`src/rtl/cache_lookup_ctrl.sv`:
```
// cache_lookup_ctrl
//   Lookup/allocate controller in front of a set-associative tag array.
//   Accepts one request at a time, drives the array index, compares the
//   returned per-way tags against the request tag (gated by valid bits kept
//   here), runs a fill handshake with memory on a miss, writes the victim tag
//   into the array and reports hit/miss plus the way.
//
// Ports
//   clk, rst_n           clock, asynchronous active-low reset
//   req_valid/req_ready  request handshake; req_addr = {tag, index}
//   resp_valid           one-cycle response strobe; resp_hit/resp_way hold
//   tag_index, tag_rd    array index and combinational per-way tag read
//   tag_we/way/wdata     array tag write (fill only)
//   mem_req/addr/ack     fill handshake with memory
//   dbg_state            current FSM state for observation
//
// Handshake: a request transfers on a rising edge where req_valid and
// req_ready are both 1; req_ready is 1 only in IDLE, so at most one request
// is in flight. resp_valid is a strobe with no backpressure. mem_req is held
// until mem_ack is sampled high while in MISS; mem_ack is ignored elsewhere.
module cache_lookup_ctrl #(
  parameter int WIDTH      = 8,
  parameter int WAYS       = 4,
  parameter int TOTAL_SIZE = 16,
  localparam int SETS      = TOTAL_SIZE / WAYS,
  localparam int IDX_W     = $clog2(SETS),
  localparam int WAY_W     = $clog2(WAYS)
) (
  input  logic                   clk,
  input  logic                   rst_n,
  input  logic                   req_valid,
  output logic                   req_ready,
  input  logic [WIDTH+IDX_W-1:0] req_addr,
  output logic                   resp_valid,
  output logic                   resp_hit,
  output logic [WAY_W-1:0]       resp_way,
  output logic [IDX_W-1:0]       tag_index,
  input  logic [WIDTH-1:0]       tag_rd [WAYS],
  output logic                   tag_we,
  output logic [WAY_W-1:0]       tag_way,
  output logic [WIDTH-1:0]       tag_wdata,
  output logic                   mem_req,
  output logic [WIDTH+IDX_W-1:0] mem_addr,
  input  logic                   mem_ack,
  output logic [2:0]             dbg_state
);

  typedef enum logic [2:0] {
    S_IDLE   = 3'd0,
    S_LOOKUP = 3'd1,
    S_MISS   = 3'd2,
    S_FILL   = 3'd3,
    S_RESP   = 3'd4
  } state_t;

  state_t                   state_q, state_d;
  logic [WIDTH+IDX_W-1:0]   addr_q, addr_d;
  logic [WAY_W-1:0]         victim_q, victim_d;
  logic                     resp_hit_q, resp_hit_d;
  logic [WAY_W-1:0]         resp_way_q, resp_way_d;
  logic [SETS-1:0]          valid_q [WAYS];
  logic [WAY_W-1:0]         ptr_q [SETS];

  logic [IDX_W-1:0]         idx_q;
  logic [WIDTH-1:0]         tag_q;
  logic                     hit_any;
  logic [WAY_W-1:0]         hit_way;
  logic                     inv_any;
  logic [WAY_W-1:0]         inv_way;
  logic [WAY_W-1:0]         victim;

  assign idx_q = addr_q[IDX_W-1:0];
  assign tag_q = addr_q[WIDTH+IDX_W-1:IDX_W];

  // Scan from the highest way down so the lowest-index match is the one
  // left standing, both for hits and for the first invalid way.
  always_comb begin
    hit_any = 1'b0;
    hit_way = '0;
    inv_any = 1'b0;
    inv_way = '0;
    for (int i = WAYS - 1; i >= 0; i--) begin
      if (valid_q[i][idx_q] && (tag_rd[i] == tag_q)) begin
        hit_any = 1'b1;
        hit_way = WAY_W'(i);
      end
      if (!valid_q[i][idx_q]) begin
        inv_any = 1'b1;
        inv_way = WAY_W'(i);
      end
    end
    // Only when the set is full does the round-robin pointer pick the victim.
    victim = inv_any ? inv_way : ptr_q[idx_q];
  end

  always_comb begin
    state_d    = state_q;
    addr_d     = addr_q;
    victim_d   = victim_q;
    resp_hit_d = resp_hit_q;
    resp_way_d = resp_way_q;
    case (state_q)
      S_IDLE: begin
        if (req_valid) begin
          addr_d  = req_addr;
          state_d = S_LOOKUP;
        end
      end
      S_LOOKUP: begin
        if (hit_any) begin
          resp_hit_d = 1'b1;
          resp_way_d = hit_way;
          state_d    = S_RESP;
        end else begin
          victim_d = victim;
          state_d  = S_MISS;
        end
      end
      S_MISS: begin
        if (mem_ack) state_d = S_FILL;
      end
      S_FILL: begin
        resp_hit_d = 1'b0;
        resp_way_d = victim_q;
        state_d    = S_RESP;
      end
      S_RESP: begin
        state_d = S_IDLE;
      end
      default: begin
        state_d = S_IDLE;
      end
    endcase
  end

  always_ff @(posedge clk or negedge rst_n) begin
    if (!rst_n) begin
      state_q    <= S_IDLE;
      addr_q     <= '0;
      victim_q   <= '0;
      resp_hit_q <= 1'b0;
      resp_way_q <= '0;
      for (int w = 0; w < WAYS; w++) valid_q[w] <= '0;
      for (int s = 0; s < SETS; s++) ptr_q[s] <= '0;
    end else begin
      state_q    <= state_d;
      addr_q     <= addr_d;
      victim_q   <= victim_d;
      resp_hit_q <= resp_hit_d;
      resp_way_q <= resp_way_d;
      if (state_q == S_FILL) begin
        valid_q[victim_q][idx_q] <= 1'b1;
        // WAY_W-bit add wraps because WAYS is a power of two.
        ptr_q[idx_q]             <= victim_q + 1'b1;
      end
    end
  end

  assign req_ready  = (state_q == S_IDLE);
  assign resp_valid = (state_q == S_RESP);
  assign resp_hit   = resp_hit_q;
  assign resp_way   = resp_way_q;
  assign tag_index  = idx_q;
  assign tag_we     = (state_q == S_FILL);
  assign tag_way    = (state_q == S_FILL) ? victim_q : '0;
  assign tag_wdata  = (state_q == S_FILL) ? tag_q : '0;
  assign mem_req    = (state_q == S_MISS);
  assign mem_addr   = (state_q == S_MISS) ? addr_q : '0;
  assign dbg_state  = state_q;

endmodule

```
`config.mk`:
```
export PLATFORM = sky130hd
export DESIGN_NAME = cache_lookup_ctrl
export DESIGN_NICKNAME = d
export VERILOG_FILES = /design/src/rtl/cache_lookup_ctrl.sv
export SDC_FILE = /design/constraint.sdc
export NUM_CORES = 1
export LEC_CHECK = 0
export CORE_ASPECT_RATIO = 2
export CORE_MARGIN = 2
export CORE_UTILIZATION = 51
export CTS_BUF_LIST = sky130_fd_sc_hd__clkbuf_4
export DETAILED_ROUTE_END_ITERATION = 7
export GPL_ROUTABILITY_DRIVEN = 1
export PLACE_DENSITY = 0.87
export SYNTH_ARGS = -nofsm -noshare
export SYNTH_HDL_FRONTEND = slang
export SYNTH_SLANG_ARGS = --single-unit
```
`constraint.sdc`:
```
create_clock -name clk -period 3.2 [get_ports clk]
set_clock_uncertainty 0.05 [all_clocks]
set_input_delay 0.48 -clock clk [delete_from_list [all_inputs] [get_ports clk]]
set_output_delay 0.48 -clock clk [all_outputs]
set_load 0.03 [all_outputs]
```
### After elaboration in Yosys (flattened, before gate mapping)

Cells that the tools add are included.

* bitwise logic cells: 4
* eq/ne operators: 11
* $add $sub $neg: 1
* muxes and demuxes: 46
* reduce and logical (&&, ||, !) cells: 13
* $lt $le $gt $ge: 6

Operator list (number)
* $eq 8x8->1: 4
* $mux 2: 14
* $or 16x16->16: 1
* $mux 1: 14
* $pmux 3 s4: 1
* $mux 10: 1
* $mux 3: 3
* $bmux 1 s2: 4
* $bwmux 8: 1
* $demux 4 s2: 1
* $mux 8: 1
* $reduce_and 2->1: 4
* $logic_and 1x1->1: 7
* $eq 3x2->1 const B: 2
* $ge 3x3->1 const B: 2
* $lt 3x1->1 const B: 2
* $not 2->3: 2
* $bmux 2 s2: 1
* $demux 2 s2: 1
* $mux 4: 1
* $ne 2x2->1 const B: 2
* $pmux 2 s2: 1
* $eq 3x1->1 const B: 1
* $eq 3x3->1 const B: 1
* 9 further kinds: 9

* word-level logic and storage cells: 94
* output and inout bits: 32
* bits of input ports: 46
* bits in registers: 42

### Depth between registers and ports, before layout

* depth in word-level cells: 9
* gate-level depth with buffers: 7
* mapped depth without buffers: 6

### Least setup slack after synthesis

Ideal clock, no wire load.

* path type: reg2reg
* start point: register state_q[2], in the netlist dbg_state[2]
* end point: register addr_q[1]
* path slack: 781 ps
* cell stages (with the launch flop): 5
* path buffers: 1
* arrival time: 2244 ps
* setup time: 125 ps
* required time: 3025 ps
* period minus slack after synthesis: 2419 ps
* cells stage by stage: dfrtp_1 nor3_1 and2_1 clkbuf_1 mux2_2

* word-level cells in the longest chain between the ends: 2

RTL lines
* start, declared: line 56 `state_t state_q, state_d;`
* start signal, assigned: line 146 `state_q <= state_d;`
* $logic_not 3->1
* net req_ready: line 32 `output logic req_ready,`
* $reduce_and 2->1 (no source line)
* end signal, assigned: line 147 `addr_q <= addr_d;`
* end, declared: line 57 `logic [WIDTH+IDX_W-1:0] addr_q, addr_d;`

The timed path passes the listed nets, and every way through them passes these cells.
A chain may end at the register's enable or synchronous reset.

### Worst setup path in the final report

* start point: register state_q[1], in the netlist dbg_state[1]
* end point: output mem_addr[7]

* word-level cells in the longest chain between the ends: 2

RTL lines
* $eq 3x2->1: line 168 `assign mem_addr = (state_q == S_MISS) ? addr_q : '0;`
* $mux 10: line 168
* end, declared: line 43 `output logic [WIDTH+IDX_W-1:0] mem_addr,`

Every way passes these cells.

==> summary.txt <==
Placement
  – Global placement routability congestion: 0.8383
  – Dpl hpwl: 4.798 mm
  – Port bufs: 77
  – Placed cell area: 0.003167 sq mm

Logic synthesis
  – Simple-Gate Fraction of Synth Area: 14.45%
  – Syn nets: 261
  – Register area share after synthesis: 43.66%
  – Synthesized instance count: 211
  – Syn avg cell area: 11.41 sq um
  – Area contributors post-synth: dfrtp_1 (44%), xor2_1 (12%), mux2_1 (7.0%), a21o_1 (5.0%), mux4_2 (3.7%)
  – Mux cell area share after synthesis: 16.01%
  – Compound-cell area share of the yosys netlist: 7.173%
  – Adder-Cell Fraction of Synth Area: 2.079%
  – Post-Syn Area: 0.002407 sq mm
  – Synth Warn #: 0
  – Top cell type's share of synthesized area: 43.66%
  – Main combinational cell family by area after synthesis: multiplexers
  – #FFs+latches synth: 42
  – Xor/xnor share of the synthesized area: 11.64%
  – Count of different cell masters after synthesis: 35
  – Area leader, netlist: dfrtp_1

Clock network
  – Clock slew at reported path FFs: 120 ps
  – Hold buffer count at cts: 0
  – TritonCTS clock tree: built
  – Post-CTS Setup Bufs: 0
  – H-tree depth: 2
  – Clk sinks: 42
  – Root Buffer: clkbuf_4
  – Worst skew pair latency: 360 ps
  – Num CTS Buffers: 5
  – CTS resizes: 0
  – Max clock buf depth: 2

Global route
  – Initial antenna violation count: 0
  – GRT overflow: 0
  – Vias in the first global route: 1930
  – Pin count of the biggest net entering global routing: 43
  – Overall routing resource usage: 25.03%
  – First-pass GRT wire length: 9.549 mm

Floorplanning
  – Core Area: 0.004554 sq mm
  – Starting Density: 52.86%
  – Cell Rows: 35
  – Die width: 52.58 um
  – Die ar.: 0.005319 sq mm
  – I/O Pins: 78
  – DIE HEIGHT: 101.2 um

Critical path
  – Crit Path Category: reg2out
  – CP Launch Type: flop
  – CP max-delay cell: dfrtp_1
  – CP Data Required Time: 2670 ps
  – CP cell instances: inv_1, nor3_1, buf_4, and2_1, clkdlybuf4s50_1
  – RR Startpoint: addr_q[0]$_DFFE_PN0P_
  – CP Capture Type: output pin
  – Crit path DAT: 2420 ps
  – CP Launch Point: dbg_state[1]$_DFFE_PN0P_
  – Worst-path fanout max: 18
  – Max incr delay on CP: 710 ps

Timing
  – Min cycle time layout: 2950 ps
  – Max_slew headroom: 38.30%
  – Final hold violation count: 0
  – Worst-Margin Slew: 925.5 ps
  – RSZ-0062 raised after global routing: false
  – Final setup violation count: 0
  – Tcrit/Tclk final: 92.19%
  – Fin. max-slew vios: 0
  – Max frequency: 339.0 MHz
  – Hold Slack: 187.1 ps
  – Setup TNS after final layout: 0 ps

Cells and area
  – NumNets Final: 330
  – Most frequent cells in the layout: clkdlybuf4s50_1 (76), dfrtp_1 (42), xor2_1 (32)
  – Share of cells above drive strength 1: 8.185%
  – # diodes: 0
  – Commonest non-fill, non-tap cell in the layout: clkdlybuf4s50_1
  – Post-route cell area: 0.003221 sq mm
  – Synthesis-to-layout area growth: 33.78%

Routing
  – Via count: 1862
  – Iteration-0 DRC count of the detailed router: 47
  – Final wirelength: 6.163 mm
  – DR pass1 iterations: 4
  – DRT antenna net count: 0
  – Detailed-route DRC error count: 0
  – Vias/cell: 5.542
  – Wire per inst: 18.34 um

Pwr
  – P_int: 1570 uW
  – Sw power: 1245 uW
  – PD cells: 873.8 mW/mm^2
  – Clk pwr share: 9.2%
  – Maximum VDD drop: 0.4850 mV
  – Switching Fraction: 44.23%
  – Logic pwr share: 52.5%
  – Total power: 2814 uW
  – Pleak: 0.001512 uW
  – Reg power frac: 38.3%

Outcome
  – Run status: finished, final reports clean

Flow run
  – Maxcap violations: 0

Min path
  – Hold/Removal Path Class: in2async
[per-layer routing]
| metal | up-vias | track usage, % | wire length, um |
|---|---|---|---|
| li1 | 865 | - | - |
| met1 | 911 | 25.82 | 2086 |
| met2 | 66 | 45.38 | 3578 |
| met3 | 20 | 4.130 | 257 |
| met4 | 0 | 14.40 | 241 |
| met5 | - | 0 | 0 |
[state kept, by name (all words and copies together), names as in the netlist]
signal / flops
addr_q: 10
dbg_state: 3
ptr_q: 8
victim_q: 2
resp_way: 2
resp_hit: 1
valid_q: 16
[cells in the mapped netlist]
cell type,instances
inv_2,1
and2_1,11
nand3_2,1
a21o_1,16
nor3_1,3
o211ai_1,1
nor3b_1,1
mux2i_1,4
mux4_1,2
nor4_1,8
inv_1,7
nor2_1,5
mux2_2,3
and3_1,10
clkbuf_1,5
nor3_2,2
nand2_1,5
buf_4,2
ha_1,4
buf_2,9
buf_6,1
o21ai_1,3
nand2b_1,2
a311oi_1,1
xor2_1,32
nor3b_2,1
a31oi_1,1
dfrtp_1,42
nand4_4,1
mux4_2,4
nand3_1,3
mux2_1,15
nor2b_1,1
or3b_1,1
a21oi_1,3
[worst max-delay path: cells and delay by family (launching register included)]
family                 cells  cell delay (ps)
DFF                        1              710
and+or+nand+nor            2              320
buffers and inverters      3             1020
[metrics by stage]
step | instances | setup slack, ps | util [%]
6_report | 336 | 249.9 | 70.71
5_1_grt | 336 | 71.73 | 70.71
4_1_cts | 336 | 271.1 | 70.71
3_5_place_dp | 328 | 677.5 | 69.53
3_3_place_gp | 328 | 726.6 | 69.53
2_1_floorplan | 211 | 781.4 | -
[layout make-up]
| type | instances | area, sq um |
|---|---|---|
| fillers | 347 | 1334 |
| well taps | 55 | 68.82 |
| repair buffers | 79 | 780.7 |
| clock inverters | 2 | 8.758 |
| multi-input cells | 144 | 1236 |
| inverters | 8 | 30.03 |
| clock buffers | 6 | 45.04 |
| flip-flops and latches | 42 | 1051 |
[power by group through the flow]
| stage | clock network (uW) | registers, uW | logic (uW) |
|---|---|---|---|
| finish | 259 | 1080 | 1480 |
| global route | 287 | 1120 | 1580 |
| CTS | 267 | 1080 | 1490 |
| detailed placement | 0 | 1090 | 1480 |
| global placement | 0 | 1080 | 1440 |
| floorplan | 0 | 924 | 1130 |
[final timing paths]
| kind | depth (start not counted) | slack (ps) | end |
|---|---|---|---|
| max in group asynchronous | 1 | 2320 | addr_q[0]$_DFFE_PN0P_ |
| min | 1 | 190 | resp_hit$_DFFE_PN0P_ |
| max reg2reg | 5 | 850 | resp_way[0]$_DFFE_PN0P_ |
| max | 5 | 250 | mem_addr[7] |
| min in group clk | 1 | 410 | valid_q[0]$_DFFE_PN0P_ |
| min reg2reg | 1 | 410 | valid_q[0]$_DFFE_PN0P_ |
[kinds of logic after synthesis]
family | Yosys count
AOI/OAI and AO/OA | 25
xor gates and xnor gates | 32
adders and majority gates | 4
buffers and inverters | 25
DFF | 42
muxes | 28
and+or+nand+nor | 55
No activity file was read; power rests on OpenSTA's default activity.
